===== src/rtl/padlock_code_sender.sv =====
// padlock_code_sender: plays a 4-digit, 2-bit-per-digit code onto the padlock's buttons as
// 1-cycle pulses, pulses open, then reports ~lock. Optional macro: PADLOCK_SENDER_ALIGN_EN.
module padlock_code_sender #(
  parameter int GAP = 2
) (
  input  logic       clk,
  input  logic       reset,
  input  logic       start,
  input  logic [7:0] code,
  input  logic       lock,
  output logic       but_0,
  output logic       but_1,
  output logic       but_2,
  output logic       but_3,
  output logic       open,
  output logic       busy,
  output logic       done,
  output logic       success,
  output logic [2:0] o_dbg_state
);
  // Handshake: start is taken only while the FSM is IDLE (busy=0 and not the done
  // cycle); busy rises the cycle after an accepted start and falls in the done cycle.
  typedef enum logic [2:0] {
    S_IDLE  = 3'd0,
`ifdef PADLOCK_SENDER_ALIGN_EN
    S_ALIGN = 3'd1,
`endif
    S_PRESS = 3'd2,
    S_GAP   = 3'd3,
    S_OPEN  = 3'd4,
    S_CHECK = 3'd5,
    S_DONE  = 3'd6
  } state_t;

  localparam logic [7:0] GAP_LAST = 8'((GAP > 0) ? (GAP - 1) : 0);
  localparam bit         GAP_ZERO = (GAP == 0);

  state_t     r_state, w_state_nxt;
  logic [7:0] r_code, w_code_nxt;
  logic [2:0] r_idx, w_idx_nxt;
  logic [7:0] r_gap_cnt, w_gap_cnt_nxt;
  logic [3:0] r_but, w_but_nxt;
  logic       r_open, w_open_nxt;
  logic       r_busy, w_busy_nxt;
  logic       r_done, w_done_nxt;
  logic       r_success, w_success_nxt;
  logic [1:0] w_digit;
`ifdef PADLOCK_SENDER_ALIGN_EN
  logic [1:0] r_sent_cnt, w_sent_cnt_nxt;
  logic [1:0] r_fill, w_fill_nxt;
`endif

  function automatic state_t seq_state(input logic [2:0] idx);
    return (idx < 3'd4) ? S_PRESS : S_OPEN;
  endfunction

  always_comb begin
    w_state_nxt   = r_state;
    w_code_nxt    = r_code;
    w_idx_nxt     = r_idx;
    w_gap_cnt_nxt = r_gap_cnt;
`ifdef PADLOCK_SENDER_ALIGN_EN
    w_fill_nxt    = r_fill;
`endif
    case (r_state)
      S_IDLE: begin
        if (start) begin
          w_code_nxt = code;
          w_idx_nxt  = 3'd0;
`ifdef PADLOCK_SENDER_ALIGN_EN
          // Fillers bring the padlock write index back to slot 0 before digit 0.
          w_fill_nxt  = 2'd0 - r_sent_cnt;
          w_state_nxt = (w_fill_nxt != 2'd0) ? S_ALIGN : S_PRESS;
`else
          w_state_nxt = S_PRESS;
`endif
        end
      end
`ifdef PADLOCK_SENDER_ALIGN_EN
      S_ALIGN: begin
        w_fill_nxt    = r_fill - 2'd1;
        w_gap_cnt_nxt = '0;
        if (!GAP_ZERO) w_state_nxt = S_GAP;
        else           w_state_nxt = (w_fill_nxt != 2'd0) ? S_ALIGN : S_PRESS;
      end
`endif
      S_PRESS: begin
        w_idx_nxt     = r_idx + 3'd1;
        w_gap_cnt_nxt = '0;
        w_state_nxt   = GAP_ZERO ? seq_state(w_idx_nxt) : S_GAP;
      end
      S_GAP: begin
        if (r_gap_cnt == GAP_LAST) begin
`ifdef PADLOCK_SENDER_ALIGN_EN
          w_state_nxt = (r_fill != 2'd0) ? S_ALIGN : seq_state(r_idx);
`else
          w_state_nxt = seq_state(r_idx);
`endif
        end else begin
          w_gap_cnt_nxt = r_gap_cnt + 8'd1;
        end
      end
      S_OPEN:  w_state_nxt = S_CHECK;
      S_CHECK: w_state_nxt = S_DONE;
      S_DONE:  w_state_nxt = S_IDLE;
      default: w_state_nxt = S_IDLE;
    endcase

    // Outputs are decoded from the next state so every output comes straight from a flop.
    w_digit   = w_code_nxt[{w_idx_nxt[1:0], 1'b0} +: 2];
    w_but_nxt = '0;
    if (w_state_nxt == S_PRESS) w_but_nxt[w_digit] = 1'b1;
`ifdef PADLOCK_SENDER_ALIGN_EN
    if (w_state_nxt == S_ALIGN) w_but_nxt[0] = 1'b1;
    w_sent_cnt_nxt = r_sent_cnt + {1'b0, |w_but_nxt};
`endif
    w_open_nxt    = (w_state_nxt == S_OPEN);
    w_done_nxt    = (w_state_nxt == S_DONE);
    w_busy_nxt    = (w_state_nxt != S_IDLE) && (w_state_nxt != S_DONE);
    w_success_nxt = r_success;
    if (w_state_nxt == S_DONE)           w_success_nxt = ~lock;
    else if (r_state == S_IDLE && start) w_success_nxt = 1'b0;
  end

  always_ff @(posedge clk) begin
    if (reset) begin
      r_state    <= S_IDLE;
      r_code     <= '0;
      r_idx      <= '0;
      r_gap_cnt  <= '0;
      r_but      <= '0;
      r_open     <= 1'b0;
      r_busy     <= 1'b0;
      r_done     <= 1'b0;
      r_success  <= 1'b0;
`ifdef PADLOCK_SENDER_ALIGN_EN
      r_sent_cnt <= '0;
      r_fill     <= '0;
`endif
    end else begin
      r_state    <= w_state_nxt;
      r_code     <= w_code_nxt;
      r_idx      <= w_idx_nxt;
      r_gap_cnt  <= w_gap_cnt_nxt;
      r_but      <= w_but_nxt;
      r_open     <= w_open_nxt;
      r_busy     <= w_busy_nxt;
      r_done     <= w_done_nxt;
      r_success  <= w_success_nxt;
`ifdef PADLOCK_SENDER_ALIGN_EN
      r_sent_cnt <= w_sent_cnt_nxt;
      r_fill     <= w_fill_nxt;
`endif
    end
  end

  assign but_0       = r_but[0];
  assign but_1       = r_but[1];
  assign but_2       = r_but[2];
  assign but_3       = r_but[3];
  assign open        = r_open;
  assign busy        = r_busy;
  assign done        = r_done;
  assign success     = r_success;
  assign o_dbg_state = r_state;
endmodule


===== config.mk =====
export PLATFORM = sky130hd
export DESIGN_NAME = padlock_code_sender
export DESIGN_NICKNAME = d
export VERILOG_FILES = /design/src/rtl/padlock_code_sender.sv
export SDC_FILE = /design/constraint.sdc
export NUM_CORES = 1
export LEC_CHECK = 0
export ABC_AREA = 1
export CORE_MARGIN = 2
export CORE_UTILIZATION = 35
export DETAILED_ROUTE_END_ITERATION = 10
export GPL_ROUTABILITY_DRIVEN = 0
export PLACE_DENSITY_LB_ADDON = 0.08
export SYNTH_ARGS = -nofsm -noshare
export SYNTH_HDL_FRONTEND = slang
export SYNTH_SLANG_ARGS = --single-unit
export TNS_END_PERCENT = 10

===== constraint.sdc =====
create_clock -name clk -period 2 [get_ports clk]
set_input_delay 0.2 -clock clk [delete_from_list [all_inputs] [get_ports clk]]
set_output_delay 0.2 -clock clk [all_outputs]
set_load 0.02 [all_outputs]

==> flow_summary.ini <==
[worst_setup_path]
end_kind = flop
ff2ff_path_depth = 9
required_ns = 2.22
crit_path_max_fanout = 6
crit-reg2reg-launch = o_dbg_state[2]$_SDFF_PP0_
r2r_slack_ns = 0.28
arrival_ns = 1.93
crit_type = flop to flop
start_kind = flop
rr_endpoint = r_but[3]$_SDFF_PP0_

[global_routing]
grt_max_degree = 16
grt_overflow = 0
grt_pass1_wl_microns = 6251
grt_pass1_vias = 1363
track_usage_pct = 15.81
antenna_found_initial = 0

[synth]
avgSynthCellArea_sq_um = 6.307
netlist.area_leader.share_pct = 38.71
synth_edf_count = 0
synth_warnings = 0
netlist.top_cell.by_area = dfxtp_1
syn_inst = 246
synth_nets = 261
synth_ff_type = dfxtp_1
yosysUniqueCellTypes = 22
netlist_area_sq_mm = 0.001551
synth_seq_cells = 30
synthTopCellsByArea = dfxtp_1 39%, nand2_1 26%, inv_1 5.8%, nor2_1 5.6%, nand3_1 5.2%
async_reset_ff_share_pct = 0
ys_seq_area_share_pct = 38.71

[timing]
rsz0062_at_grt = no
max_slew.worst_pin.slew_ns = 0.3684
fin_ws_ns = 0.2848
fin_crit_sh_pct = 85.76
slew-limit-headroom_pct = 75.25
setup_tns_ns = 0
setup_viol = 0
hold_viol_final = 0
max_freq_mhz = 583.0
maxSlewViolCount = 0
min_period_ns = 1.715
fin_skew_ns = 0.006794

[route]
drtIter0Drc = 65
vias = 1537
drt-total-wl_microns = 3558
ant_nets = 0
vias_per_cell = 4.686
wl_per_cell_microns = 10.85
first_pass_iters = 4
drc_errors = 0

[power]
ir_drop_v = 0.0002463
power_density_mw_per_mm2 = 774.9
power.total_w = 0.001516
p_leak_nw = 0.9315

[clocking]
clk_latency_ns = 0.28
clk_path_buf_depth = 2
htree_num_levels = 2
cts.sinks = 30
clk_pin_slew_ns = 0.07
cts_tree = yes
cts_setup_buffers = 0
holdBufCountCts = 0
cts_made_buffers = 5
ctsRootBufferMaster = clkbuf_8
cts_resized = 0

[floorplanning]
die_area_sq_mm = 0.004982
die_h_microns = 70.58
core_sq_mm = 0.004324
ioPinCount = 23
rows = 24
start_util_pct = 35.88
die_x_microns = 70.58

[finish]
final_cells = 328
nFillCells = 520
drive_gt1_share_pct = 7.246
syn_to_final_growth_pct = 26.13
diodes = 0
post-route-util_pct = 45.25
nNetsFinal = 290

[min_path]
worstHoldEndpoint = r_code[0]$_SDFF_PP0_
whs_path_depth = 2
hp-class = flop to flop
min_from = r_code[0]$_SDFF_PP0_

[placement]
pre_cts_slack_ns = 0.2247
place_inst = 320
io_buffers = 22
place_hpwl_microns = 2625

[job]
drv_cap = 0

[outcome]
status = finished clean
## layer usage
metal / up-vias / track usage [%] / routed length, microns
met1: 662 / 23.02 / 1836
met2: 37 / 22.54 / 1491
met3: 7 / 2.991 / 153
met5: - / 0 / 0
met4: 0 / 7.547 / 76
li1: 831 / - / -
## metrics by stage
stage                     area, sq um  hold slack (ns)
after global routing             1957           0.5095
after detailed placement         1847           0.4826
after global placement           1847           0.4807
final                            1957           0.4896
after floorplan                  1551           0.3775
after CTS                        1957           0.4930
## power by group
part	total, W	switching (W)	internal [W]
registers	0.000652	0.0000215	0.000630
clock network	0.000576	0.000229	0.000347
logic	0.000289	0.000182	0.000107
total	0.00152	0.000432	0.00108
## worst max-delay path, cell delays in order, from the launching register on
cell	delay, ns
dfxtp_1	0.37
nor2_2	0.28
nand2_1	0.20
o21ai_2	0.31
nand2_1	0.12
nand2_1	0.08
nand2_1	0.05
nand2_1	0.09
nand2_1	0.06
nor2_1	0.10
## registers in the layout (all words and copies together) (netlist names)
signal,cells
r_code,8
r_gap_cnt,8
r_but,4
o_dbg_state,3
r_idx,3
busy,1
done,1
open,1
success,1
## cell usage after synthesis, types with 2 or more instances
cell	count
nand4_1	3
nand3_1	16
ha_1	3
nand2_2	2
nor2_2	2
nor3_1	6
nor2_1	23
clkbuf_1	2
o21ai_0	5
inv_2	2
xor2_1	3
nand2_1	106
inv_1	24
dfxtp_1	30
a21oi_1	12
## layout by cell type, fill, tap and decap left out, drive strengths merged
cell,netlist,layout
a21oi,12,12
a22oi,1,1
buf,1,3
clkbuf,2,8
clkdlybuf4s50,0,22
dfxtp,30,30
ha,3,3
inv,26,26
nand2,108,108
nand3,16,16
nand4,3,3
nor2,25,25
nor3,7,7
nor3b,1,1
o211ai,1,1
o21ai,6,6
or2,1,1
xor2,3,3
## cells by family after synthesis
group	synth area share, %
xor+xnor	1.694
flops	38.71
simple gates	43.07
compound gates	7.016
fa+ha+maj	2.420
buf+inv	7.097
## final cells by class
| class | count | area [sq um] | area share [%] |
|---|---|---|---|
| multi-input combinational | 187 | 840.8 | 42.97 |
| clock buffer | 8 | 110.1 | 5.627 |
| inverter | 26 | 97.59 | 4.987 |
| tap | 52 | 65.06 | 3.325 |
| timing repair buffer | 25 | 242.7 | 12.40 |
| sequential | 30 | 600.6 | 30.69 |
## how the worst max path moves through the flow
stage,from,endpoint,slack [ns],depth (start not counted)
global placement,start,r_but[0]$_SDFF_PP0_,0.24,10
CTS,o_dbg_state[2]$_SDFF_PP0_,r_but[3]$_SDFF_PP0_,0.29,9
floorplan,o_dbg_state[0]$_SDFF_PP0_,r_gap_cnt[4]$_SDFFE_PP0P_,0.55,7
global route,o_dbg_state[2]$_SDFF_PP0_,r_but[3]$_SDFF_PP0_,0.09,9
detailed placement,start,r_but[3]$_SDFF_PP0_,0.22,11
finish,o_dbg_state[2]$_SDFF_PP0_,r_but[3]$_SDFF_PP0_,0.28,9
No activity file was read; power rests on OpenSTA's default activity.
